**src/rtl/data_mem_unit_pkg.sv**
```systemverilog
`default_nettype none
// ============================================================================
// Module  : data_mem_unit_pkg
// Purpose : Shared defaults for the data-memory stage: word width, RAM index
//           width, write-buffer depth and the buffer entry layout
//           {addr[ADDR_BITS-1:0], data[DATA_WIDTH-1:0]}.
// Ports   : none (package)
// Config  : DMEM_FORWARD_EN selects store-to-load forwarding (see top).
// Rev     : 1.0  initial release
// ============================================================================
package data_mem_unit_pkg;

  localparam int DMEM_DATA_WIDTH = 16;
  localparam int DMEM_ADDR_BITS  = 8;
  localparam int DMEM_WB_DEPTH   = 4;

  // Buffer entry with the default widths; kept as the reference layout.
  typedef struct packed {
    logic [DMEM_ADDR_BITS-1:0]  addr;
    logic [DMEM_DATA_WIDTH-1:0] data;
  } wb_entry_t;

endpackage : data_mem_unit_pkg
`default_nettype wire

```
**src/rtl/data_mem_unit_if.sv**
```systemverilog
`default_nettype none
// ============================================================================
// Module  : data_mem_unit_if
// Purpose : MEM-stage request/response bundle between pipeline and data memory.
// Ports   : MemRead, MemWrite, MemAddr, MemData   (pipeline -> memory)
//           MemOutput, MemStall, MemIdle          (memory -> pipeline)
// Config  : none
// Rev     : 1.0  initial release
// ============================================================================
interface data_mem_unit_if #(
  parameter int DATA_WIDTH = data_mem_unit_pkg::DMEM_DATA_WIDTH
);
  logic                  MemRead;
  logic                  MemWrite;
  logic [DATA_WIDTH-1:0] MemAddr;
  logic [DATA_WIDTH-1:0] MemData;
  logic [DATA_WIDTH-1:0] MemOutput;
  logic                  MemStall;
  logic                  MemIdle;

  modport master (
    output MemRead, MemWrite, MemAddr, MemData,
    input  MemOutput, MemStall, MemIdle
  );

  modport slave (
    input  MemRead, MemWrite, MemAddr, MemData,
    output MemOutput, MemStall, MemIdle
  );
endinterface : data_mem_unit_if
`default_nettype wire

```
**src/rtl/dmem_wb_fifo.sv**
```systemverilog
`default_nettype none
// ============================================================================
// Module  : dmem_wb_fifo
// Purpose : Circular posted-write buffer. Exposes every slot with its valid
//           bit and its age (0 = oldest) so the caller can find the youngest
//           entry matching a load address.
// Ports   : clk, rst_n          clock, async active-low reset
//           push/push_addr/push_data   enqueue at tail (caller ensures !full)
//           pop                 dequeue head (caller ensures !empty)
//           full, empty, count  occupancy 0..WB_DEPTH
//           head_addr/head_data oldest entry
//           entry_*             per-slot addr/data/valid/age
// Config  : none
// Rev     : 1.0  initial release
// ============================================================================
module dmem_wb_fifo
  import data_mem_unit_pkg::*;
#(
  parameter int ADDR_BITS  = DMEM_ADDR_BITS,
  parameter int DATA_WIDTH = DMEM_DATA_WIDTH,
  parameter int WB_DEPTH   = DMEM_WB_DEPTH,
  parameter int PW         = $clog2(WB_DEPTH),
  parameter int CW         = $clog2(WB_DEPTH + 1)
) (
  input  logic                  clk,
  input  logic                  rst_n,
  input  logic                  push,
  input  logic [ADDR_BITS-1:0]  push_addr,
  input  logic [DATA_WIDTH-1:0] push_data,
  input  logic                  pop,
  output logic                  full,
  output logic                  empty,
  output logic [CW-1:0]         count,
  output logic [ADDR_BITS-1:0]  head_addr,
  output logic [DATA_WIDTH-1:0] head_data,
  output logic [ADDR_BITS-1:0]  entry_addr  [WB_DEPTH],
  output logic [DATA_WIDTH-1:0] entry_data  [WB_DEPTH],
  output logic                  entry_valid [WB_DEPTH],
  output logic [PW-1:0]         entry_age   [WB_DEPTH]
);

  logic [ADDR_BITS-1:0]  r_addr [WB_DEPTH];
  logic [DATA_WIDTH-1:0] r_data [WB_DEPTH];
  logic [PW-1:0]         r_head;
  logic [PW-1:0]         r_tail;
  logic [CW-1:0]         r_count;

  // Pointers wrap naturally because WB_DEPTH is a power of two.
  always_ff @(posedge clk or negedge rst_n) begin
    if (!rst_n) begin
      r_head  <= '0;
      r_tail  <= '0;
      r_count <= '0;
    end else begin
      if (push) r_tail <= r_tail + 1'b1;
      if (pop)  r_head <= r_head + 1'b1;
      case ({push, pop})
        2'b10:   r_count <= r_count + 1'b1;
        2'b01:   r_count <= r_count - 1'b1;
        default: r_count <= r_count;
      endcase
    end
  end

  // Payload storage carries no reset; validity comes from the pointers.
  always_ff @(posedge clk) begin
    if (push) begin
      r_addr[r_tail] <= push_addr;
      r_data[r_tail] <= push_data;
    end
  end

  assign full      = (r_count == CW'(WB_DEPTH));
  assign empty     = (r_count == '0);
  assign count     = r_count;
  assign head_addr = r_addr[r_head];
  assign head_data = r_data[r_head];

  generate
    for (genvar i = 0; i < WB_DEPTH; i++) begin : g_entry
      logic [PW-1:0] w_age;
      // Distance from the head: 0 is the oldest, count-1 the youngest.
      assign w_age          = PW'(i) - r_head;
      assign entry_age[i]   = w_age;
      assign entry_valid[i] = (CW'(w_age) < r_count);
      assign entry_addr[i]  = r_addr[i];
      assign entry_data[i]  = r_data[i];
    end
  endgenerate

endmodule : dmem_wb_fifo
`default_nettype wire

```
**src/rtl/data_mem_unit.sv**
```systemverilog
`default_nettype none
// ============================================================================
// Module  : data_mem_unit
// Purpose : MEM-stage data memory: single-port synchronous RAM fronted by a
//           posted-write buffer. Stores retire in one cycle; loads return one
//           cycle later on a registered output. Reads win the RAM port over
//           draining unless the buffer is full.
// Ports   : CLK     clock
//           RST_N   asynchronous active-low reset
//           mem     data_mem_unit_if.slave (MemRead/MemWrite/MemAddr/MemData
//                   in, MemOutput/MemStall/MemIdle out)
// Config  : DMEM_FORWARD_EN defined   -> loads hitting the buffer forward the
//                                        youngest matching entry.
//           DMEM_FORWARD_EN undefined -> loads hitting the buffer stall until
//                                        the matching entries have drained.
// Rev     : 1.0  initial release
// ============================================================================
module data_mem_unit
  import data_mem_unit_pkg::*;
#(
  parameter int DATA_WIDTH = DMEM_DATA_WIDTH,
  parameter int ADDR_BITS  = DMEM_ADDR_BITS,
  parameter int WB_DEPTH   = DMEM_WB_DEPTH
) (
  input  logic           CLK,
  input  logic           RST_N,
  data_mem_unit_if.slave mem
);

  localparam int PW = $clog2(WB_DEPTH);
  localparam int CW = $clog2(WB_DEPTH + 1);

  logic [DATA_WIDTH-1:0] r_ram [2**ADDR_BITS];
  logic [DATA_WIDTH-1:0] r_out;
  logic                  r_idle;

  logic                  w_full, w_empty;
  logic [CW-1:0]         w_count;
  logic [ADDR_BITS-1:0]  w_head_addr;
  logic [DATA_WIDTH-1:0] w_head_data;
  logic [ADDR_BITS-1:0]  w_entry_addr  [WB_DEPTH];
  logic [DATA_WIDTH-1:0] w_entry_data  [WB_DEPTH];
  logic                  w_entry_valid [WB_DEPTH];
  logic [PW-1:0]         w_entry_age   [WB_DEPTH];

  logic [ADDR_BITS-1:0]  w_req_addr;
  logic                  w_load, w_stall, w_load_acc;
  logic                  w_hit, w_fwd_hit, w_hazard_stall;
  logic [DATA_WIDTH-1:0] w_hit_data;
  logic [PW-1:0]         w_hit_age;
  logic                  w_ram_rd, w_push, w_pop;

  // Upper address bits are ignored: addresses wrap modulo the RAM depth.
  assign w_req_addr = mem.MemAddr[ADDR_BITS-1:0];

  generate
    if (DATA_WIDTH > ADDR_BITS) begin : g_unused_hi
      logic unused_addr_hi;
      assign unused_addr_hi = ^mem.MemAddr[DATA_WIDTH-1:ADDR_BITS];
    end
  endgenerate

  // Youngest matching entry = valid match with the largest age.
  always_comb begin
    w_hit      = 1'b0;
    w_hit_data = '0;
    w_hit_age  = '0;
    for (int i = 0; i < WB_DEPTH; i++) begin
      if (w_entry_valid[i] && (w_entry_addr[i] == w_req_addr) &&
          (!w_hit || (w_entry_age[i] > w_hit_age))) begin
        w_hit      = 1'b1;
        w_hit_data = w_entry_data[i];
        w_hit_age  = w_entry_age[i];
      end
    end
  end

`ifdef DMEM_FORWARD_EN
  assign w_fwd_hit      = w_hit;
  assign w_hazard_stall = 1'b0;
`else
  assign w_fwd_hit      = 1'b0;
  assign w_hazard_stall = w_hit;
`endif

  // Both strobes high is a store only. A full buffer stalls loads too so
  // that draining gets the RAM port.
  assign w_load     = mem.MemRead & ~mem.MemWrite;
  assign w_stall    = mem.MemWrite ? w_full : (w_load & (w_full | w_hazard_stall));
  assign w_load_acc = w_load & ~w_stall;
  assign w_ram_rd   = w_load_acc & ~w_fwd_hit;
  assign w_pop      = ~w_empty & ~w_ram_rd;
  // Full is sampled before this cycle's pop: a pop never frees a same-cycle slot.
  assign w_push     = mem.MemWrite & ~w_full;

  dmem_wb_fifo #(
    .ADDR_BITS  (ADDR_BITS),
    .DATA_WIDTH (DATA_WIDTH),
    .WB_DEPTH   (WB_DEPTH)
  ) u_wb_fifo (
    .clk         (CLK),
    .rst_n       (RST_N),
    .push        (w_push),
    .push_addr   (w_req_addr),
    .push_data   (mem.MemData),
    .pop         (w_pop),
    .full        (w_full),
    .empty       (w_empty),
    .count       (w_count),
    .head_addr   (w_head_addr),
    .head_data   (w_head_data),
    .entry_addr  (w_entry_addr),
    .entry_data  (w_entry_data),
    .entry_valid (w_entry_valid),
    .entry_age   (w_entry_age)
  );

  // RAM contents survive reset.
  always_ff @(posedge CLK) begin
    if (w_pop) r_ram[w_head_addr] <= w_head_data;
  end

  always_ff @(posedge CLK or negedge RST_N) begin
    if (!RST_N) begin
      r_out  <= '0;
      r_idle <= 1'b1;
    end else begin
      if (w_load_acc) r_out <= w_fwd_hit ? w_hit_data : r_ram[w_req_addr];
      if (w_push)
        r_idle <= 1'b0;
      else if (w_pop && (w_count == CW'(1)))
        r_idle <= 1'b1;
    end
  end

  assign mem.MemOutput = r_out;
  assign mem.MemStall  = w_stall;
  assign mem.MemIdle   = r_idle;

endmodule : data_mem_unit
`default_nettype wire

```
**src/flat_wrapper.sv**
```systemverilog
// flat-port wrapper written by rule: the top's interface ports become plain ports
module data_mem_unit_flat import data_mem_unit_pkg::*;
#(
  parameter int DATA_WIDTH = DMEM_DATA_WIDTH,
  parameter int ADDR_BITS  = DMEM_ADDR_BITS,
  parameter int WB_DEPTH   = DMEM_WB_DEPTH
)
  (CLK, RST_N, mem_MemRead, mem_MemWrite, mem_MemAddr, mem_MemData, mem_MemOutput, mem_MemStall, mem_MemIdle);
  data_mem_unit_if #(.DATA_WIDTH(DATA_WIDTH)) mem_i ();
  input  logic CLK;
  input  logic RST_N;
  input wire logic [$bits(mem_i.MemRead)-1:0] mem_MemRead;
  input wire logic [$bits(mem_i.MemWrite)-1:0] mem_MemWrite;
  input wire logic [$bits(mem_i.MemAddr)-1:0] mem_MemAddr;
  input wire logic [$bits(mem_i.MemData)-1:0] mem_MemData;
  output wire logic [$bits(mem_i.MemOutput)-1:0] mem_MemOutput;
  output wire logic [$bits(mem_i.MemStall)-1:0] mem_MemStall;
  output wire logic [$bits(mem_i.MemIdle)-1:0] mem_MemIdle;
  assign mem_i.MemRead = mem_MemRead;
  assign mem_i.MemWrite = mem_MemWrite;
  assign mem_i.MemAddr = mem_MemAddr;
  assign mem_i.MemData = mem_MemData;
  assign mem_MemOutput = mem_i.MemOutput;
  assign mem_MemStall = mem_i.MemStall;
  assign mem_MemIdle = mem_i.MemIdle;
  data_mem_unit #(.DATA_WIDTH(DATA_WIDTH), .ADDR_BITS(ADDR_BITS), .WB_DEPTH(WB_DEPTH)) u_core (.CLK(CLK), .RST_N(RST_N), .mem(mem_i));
endmodule
```
**config.mk**
```make
export PLATFORM = sky130hd
export DESIGN_NAME = data_mem_unit_flat
export DESIGN_NICKNAME = d
export VERILOG_FILES = /design/src/rtl/data_mem_unit_pkg.sv /design/src/rtl/data_mem_unit_if.sv /design/src/rtl/dmem_wb_fifo.sv /design/src/rtl/data_mem_unit.sv /design/src/flat_wrapper.sv
export SDC_FILE = /design/constraint.sdc
export NUM_CORES = 2
export LEC_CHECK = 0
export BUFFER_PORTS_ARGS = -buffer_cell sky130_fd_sc_hd__buf_4
export CORE_AREA = 5 5 580 524
export CTS_BUF_LIST = sky130_fd_sc_hd__clkbuf_8
export CTS_CLUSTER_DIAMETER = 200
export DETAILED_ROUTE_END_ITERATION = 8
export DIE_AREA = 0 0 585 529
export PLACE_DENSITY_LB_ADDON = 0.15
export SLEW_MARGIN = 20
export SYNTH_ARGS = -nofsm -noshare
export SYNTH_HDL_FRONTEND = slang
export SYNTH_MEMORY_MAX_BITS = 65536
export SYNTH_SLANG_ARGS = --single-unit
```
**constraint.sdc**
```tcl
create_clock -name CLK -period 4.6 [get_ports CLK]
set_clock_uncertainty 0.2 [all_clocks]
set_input_delay 0.23 -clock CLK [delete_from_list [all_inputs] [get_ports CLK]]
set_output_delay 0.23 -clock CLK [all_outputs]
set_load 0.005 [all_outputs]
```
After elaboration in Yosys (flattened, before gate mapping). Memories as Yosys holds them, arrays and structs flattened. A register that Yosys moved wholly into a read port is not among the register bits. Index checks and enable logic that the tools add are counted.

Register bits: 8. Bits in writable memories: 4192. Input port bits: 36. Output and inout port bits: 18. Word-level logic and storage cells: 74. Memories kept: 3.

Add/sub/neg operators: 8. Magnitude comparators: 7. Equality and inequality tests: 8. Muxes and demuxes: 15. Bitwise gates (word level): 11. Reductions and logical operators: 18.

Memory list: u_core.r_ram (depth 256, bits a word 16, rd ports 1, clocked after Yosys merged registers in 1, write ports 1, RTL line data_mem_unit.sv:33) `logic [DATA_WIDTH-1:0] r_ram [2**ADDR_BITS];`; u_core.u_wb_fifo.r_data (depth 4, bits a word 16, rd ports 1, clocked after Yosys merged registers in 0, write ports 1, RTL line dmem_wb_fifo.sv:43) `logic [DATA_WIDTH-1:0] r_data [WB_DEPTH];`; u_core.u_wb_fifo.r_addr (depth 4, bits a word 8, rd ports 5, clocked after Yosys merged registers in 0, write ports 1, RTL line dmem_wb_fifo.sv:42) `logic [ADDR_BITS-1:0] r_addr [WB_DEPTH];`.

Operator list (number): equality test 8 bit (4); less-than comparator 2 x 3 -> 1 bit (4); 2-to-1 mux 1 bit (11); logical AND 1 bit (8); greater-than comparator 2 bit (3); 2-to-1 mux 2 bit (3); one-hot mux 3 bit (2 select lines) (1); bitwise AND 1 bit (5); NOT 1 bit (5); adder 2 x 1 -> 2 bit (second input constant) (2); logical NOT 1 bit (4); nonzero test 2 bit (2); subtractor 1 x 2 -> 2 bit (first input constant) (2); subtractor 2 bit (first input constant) (2); adder 3 x 1 -> 3 bit (second input constant) (1); equality test 3 x 1 -> 1 bit (second input constant) (1); equality test 3 bit (second input constant) (1); logical NOT 3 bit (1); logical OR 1 bit (3); subtractor 3 x 1 -> 3 bit (second input constant) (1); equality test 2 x 1 -> 1 bit (second input constant) (1); equality test 2 bit (second input constant) (1); OR 1 bit (1).

Logic depth before layout (Yosys ltp).
Depth in word-level cells: 26. Gate-level depth with buffers: 16. Depth with buffers taken out: 12.

Hierarchy. A second synthesis with hierarchy kept.

Cell total of the unflattened synthesis: 7702. Area total of the unflattened synthesis: 162677.3 um^2.

Modules (own cells, without submodules): data_mem_unit (instances 1, cells each 7520, area an instance 158665.9 um^2, sequential area each 123424.6 um^2); dmem_wb_fifo (instances 1, cells each 182, area an instance 4011.3 um^2, sequential area each 3057.9 um^2).

Worst setup path before layout. OpenSTA, ideal clock, no wires.

Path kind: register to register. Start point: register u_core.u_wb_fifo.r_head[0]. End point: memory u_core.r_ram[208][0] (netlist bit), enable pin. Setup time: 0.389 ns. Arrival time: 3.965 ns. Data required time: 4.011 ns. Setup slack: 0.046 ns. Cell stages (with the launch flop): 15. Buffers on the path: 5. Period minus slack after synthesis: 4.554 ns. Path through: dfrtp_1 buf_4 buf_2 buf_1 xor2_1 inv_1 ha_1 a21oi_1 o211ai_1 nand3_1 nor4b_2 or4b_2 buf_2 buf_6 nor2_1.

Longest elaborated chain between the ends: 25. Elaborated cells between the ends (all ways): 41. Classes of those cells: add/sub: 4; order compare: 7; mux: 10; bitwise: 6; reduce/logical: 13; memory: 1.

Ends and longest elaborated chain: from (decl) (RTL line dmem_wb_fifo.sv:44) `logic [PW-1:0] r_head;`; from (signal assigned) (RTL line dmem_wb_fifo.sv:56) `if (pop) r_head <= r_head + 1'b1;`; subtractor 1 x 2 -> 2 bit (RTL line dmem_wb_fifo.sv:83) `assign w_age = PW'(i) - r_head;`; less-than comparator 2 x 3 -> 1 bit (RTL line dmem_wb_fifo.sv:85) `assign entry_valid[i] = (CW'(w_age) < r_count);`; logical AND 1 bit (RTL line data_mem_unit.sv:69) `if (w_entry_valid[i] && (w_entry_addr[i] == w_req_addr) &&`; 2-to-1 mux 2 bit or 2-to-1 mux 1 bit (tied branches) (RTL line data_mem_unit.sv:69); greater-than comparator 2 bit or logical NOT 1 bit (tied branches) (RTL line data_mem_unit.sv:70) `(!w_hit || (w_entry_age[i] > w_hit_age))) begin`; logical OR 1 bit (RTL line data_mem_unit.sv:70); logical AND 1 bit (RTL line data_mem_unit.sv:69); 2-to-1 mux 2 bit or 2-to-1 mux 1 bit (tied branches) (RTL line data_mem_unit.sv:69); (+9 left out); bitwise AND 1 bit (RTL line data_mem_unit.sv:89) `assign w_stall = mem.MemWrite ? w_full : (w_load & (w_full | w_hazard_stall));`; 2-to-1 mux 1 bit (RTL line data_mem_unit.sv:89); NOT 1 bit (RTL line data_mem_unit.sv:90) `assign w_load_acc = w_load & ~w_stall;`; bitwise AND 1 bit (RTL line data_mem_unit.sv:90); NOT 1 bit (RTL line data_mem_unit.sv:92) `assign w_pop = ~w_empty & ~w_ram_rd;`; bitwise AND 1 bit (RTL line data_mem_unit.sv:92); 2-to-1 mux 1 bit (RTL line data_mem_unit.sv:120) `if (w_pop) r_ram[w_head_addr] <= w_head_data;`; 2-to-1 mux 1 bit (implied by the code) (RTL line data_mem_unit.sv:120); to (decl) (RTL line data_mem_unit.sv:33).

Parallel ways exist; a longest one is shown, timed or not.

Final worst setup path.
Start point: register u_core.u_wb_fifo.r_head[0]. End point: memory u_core.r_ram[244][1] (netlist bit), enable pin.

Same word-level chain as after synthesis.

==> out/results.tsv <==
stage	metric	value	unit
global_routing	initial antenna violation count	20	
critical_path	worst-path maximum fanout	16	
status	status	finished, final reports clean	
clock_tree	Worst-path clk slew	0.06	ns
critical_path	CP Capture Type	register	
finish	most common cell after layout, fill and taps aside	edfxtp_1	
clock_tree	clk buf depth	4	
route	DR WL/cell	31.8	µm
route	post-DR vias/cell	6.33	
min_path	worst hold path stage count	3	
synthesis	Yosys top cell area share	0.774	
critical_path	Critical Path AT	4.67	ns
clock_tree	Root Buffer	clkbuf_8	
clock_tree	TritonCTS clock tree	done	
critical_path	Reg-to-Reg Start	u_core.u_wb_fifo.r_head[0]	
critical_path	kind of critical path	register to register	
pwr	Worst VDD drop	0.000839	V
clock_tree	Post-CTS Setup Inserts	0	
route	drt first pass iters	6	
die	num rows	190	
global_routing	met3 usage	0.0574	
global_routing	met1 GRT Util	0.403	
pwr	Static Leakage	0.0608	µW
clock_tree	hold-fix buffers at CTS	55	
route	DRT Wirelength	422000	µm
pwr	Clock power frac	0.299	
sta	period utilization	0.876	
flow_run	Max Cap Viol	0	
route	final routed DRC violation total	0	
min_path	Min-Delay Endpoint	u_core.u_wb_fifo.r_addr[1][6]	
sta	worst hold slack	0.125	ns
die	DIE AREA	309000	µm²
global_routing	first-pass GRT wire length	600000	µm
sta	actual slew at the worst max-slew pin	1.20	ns
critical_path	cells on worst reg2reg path	10	
sta	fin. max-slew vios	0	
finish	most frequent cells in the layout	4,192 x edfxtp_1, 973 x mux2i_1, 669 x clkbuf_8	
clock_tree	CTS buffer count	653	
route	routed vias	84000	
synthesis	post-synth top area cell	edfxtp_1	
pwr	Tot Pwr	95800	µW
sta	RSZ-0062 raised after global routing	false	
global_routing	largest net degree at the start of global routing	161	
die	I/O Pins	54	
place	Placed Area	171000	µm²
synthesis	top cells by area, synth	edfxtp_1 77%, mux4_2 7.7%, mux2i_1 6.0%	
sta	Fin Setup TNS	0	ns
synthesis	Main synth FF type	edfxtp_1	
pwr	combinational power share	0.165	
critical_path	Cell Chain, Critical Path	xor2_1, inv_1, ha_1, a21oi_1, o211ai_1, nand3_1, nor4b_4, or4b_2, nor2_1, buf_4	
finish	Design Area, Final	183000	µm²
clock_tree	Sink Count	4216	
global_routing	vias in the first global route	83100	
synthesis	Async SR Flop Fraction	0.00569	
sta	Final setup viols	0	
pwr	Sw Share	0.289	
synthesis	Cell Area, Synth	163000	µm²
sta	Hold Vio Cnt, Final	0	
global_routing	Most Crowded Layer GR	met2	
synthesis	Synth Warn #	0	
finish	layout cell share with drive strength beyond 1	0.221	
critical_path	Largest stage delay, worst path	1.03	ns
clock_tree	Clock Latency Late Sink	1.20	ns
place	DP HPWL	251000	µm
pwr	Psw	27700	µW
finish	final net count	8880	
global_routing	met2 usage	0.405	
die	height of the die	529	µm
global_routing	Tot GR Track Use	0.270	
synthesis	Seq cells post-synth	4216	
sta	maximum clock rate	248	MHz
pwr	sequential power share	0.536	
critical_path	worst reg2reg setup slack	0.57	ns
place	PortBufs	45	
critical_path	startpoint types	register	
die	Core Area	297000	µm²
synthesis	Post-Syn Nets	8034	
pwr	power per standard cell area	522	nW/µm²
route	post-route ant nets	0	
global_routing	GR Overflow Total	0	
die	Starting Density	0.548	
sta	Slew HR	0.190	
pwr	P_int	68100	µW
critical_path	reg-to-reg endpoint	u_core.r_ram[244][1]	
route	drt initial violations	10600	
synthesis	Post-Syn Instances	7985	
die	die width	585	µm
critical_path	Slowest-stage cell, CP	or4b_2	
place	RePlAce Congestion	0.862	
finish	Area Overhead vs Synth	12.9	%
min_path	min-delay src	mem_MemWrite	
sta	Period minus WS final	4.03	ns
min_path	Hold Crit Class	input port to register	
synthesis	syn_area_per_cell	20.4	µm²
synthesis	Seq/Total Area, Yosys	0.778	
clock_tree	htree depth	6	
critical_path	required time worst endpoint	5.24	ns
synthesis	EDFF count, synth	4192	
clock_tree	CTS resizes	0	
synthesis	Netlist cell types	58	
## how the worst max path moves through the flow
| stage | from | end | cells past startpoint |
|---|---|---|---|
| after floorplan | u_core.u_wb_fifo.r_head[0] | u_core.r_ram[208][0] | 14 |
| after global placement | mem_MemAddr[0] | u_core.mem.MemOutput[0] | 10 |
| after detailed placement | mem_MemAddr[0] | u_core.mem.MemOutput[0] | 8 |
| after CTS | u_core.u_wb_fifo.r_head[0] | u_core.r_ram[244][1] | 10 |
| after global routing | u_core.u_wb_fifo.r_head[0] | u_core.r_ram[244][12] | 10 |
| final | u_core.u_wb_fifo.r_head[0] | u_core.r_ram[244][1] | 10 |
## critical path: cells and delay by family, from the launching register on
kind                     cells  cell delay, ns
AO/OA/AOI/OAI                2            0.26
XOR/XNOR                     1            0.24
adder cells (fa/ha/maj)      1            0.28
buffers and inverters        2            0.38
flip-flops                   1            0.61
AND/OR/NAND/NOR              4            1.70
## area by class of cell
class | count | area [µm²]
inverter | 7 | 26.3
sequential | 4216 | 126000
timing repair buffer | 692 | 6310
antenna | 5 | 12.5
tap | 3936 | 4920
clock buffer | 669 | 9210
multi-input combinational | 3261 | 34000
clock inverter | 493 | 2550
fill | 20600 | 113000
## state kept, by name, indices dropped and copies added, names as in the netlist
signal and cells:
u_core.r_ram 4096, u_core.u_wb_fifo.r_data 64, u_core.u_wb_fifo.r_addr 32, u_core.mem.MemOutput 16
u_core.u_wb_fifo.count 3, u_core.u_wb_fifo.r_head 2, u_core.u_wb_fifo.r_tail 2, u_core.mem.MemIdle 1
## synthesized netlist by cell type (23+ instances only)
library cell  instances
nor2_1              288
a211oi_1            148
buf_2               265
xor2_1               31
buf_4                30
mux4_2              553
mux2i_1             973
a221o_1              77
a22o_1               45
a221oi_1            161
buf_1                31
a21oi_1             102
nand2_1             148
a22oi_1             233
edfxtp_1           4192
o22ai_1              83
clkbuf_1            162
dfrtp_1              23
o211ai_1             61
nor2b_1              93
nor4_1               57
## kinds of logic (layout without fill, tap and decap cells)
kind of cell | after synthesis | in the layout | synth area share
adders and majority gates | 13 | 13 | 0.00100
xor gates and xnor gates | 39 | 39 | 0.00210
DFF | 4216 | 4216 | 0.778
muxes | 1542 | 1542 | 0.138
other | 0 | 5 | 0
AOI/OAI and AO/OA | 975 | 975 | 0.0458
and+or+nand+nor | 692 | 692 | 0.0205
buffers and inverters | 508 | 1861 | 0.0151
## through the flow
stage | util | instances | setup slack, ns
6_report | 0.618 | 13300 | 0.569
5_1_grt | 0.618 | 13300 | 0.366
4_1_cts | 0.618 | 13300 | 0.574
3_5_place_dp | 0.576 | 12100 | 0.228
3_3_place_gp | 0.576 | 12100 | 0.195
2_1_floorplan | - | 7985 | 0.0460
## power by group through the flow
stage          Clock [µW]  Combinational (µW)  Sequential, µW
2_1_floorplan           0                6970           52700
3_3_place_gp            0               15100           52000
3_5_place_dp            0               15800           52100
4_1_cts             29100               15800           51300
5_1_grt             31000               16600           51400
6_report            28600               15800           51300
## metal layers
layer  share of wire  vias up  wire [µm]
li1                -    35100          -
met1            0.41    44000     174000
met2            0.46     4287     193000
met3           0.098      676      41300
met4           0.031        8      13300
met5         0.00013        -         55
Power figures use the tool's default switching activity.
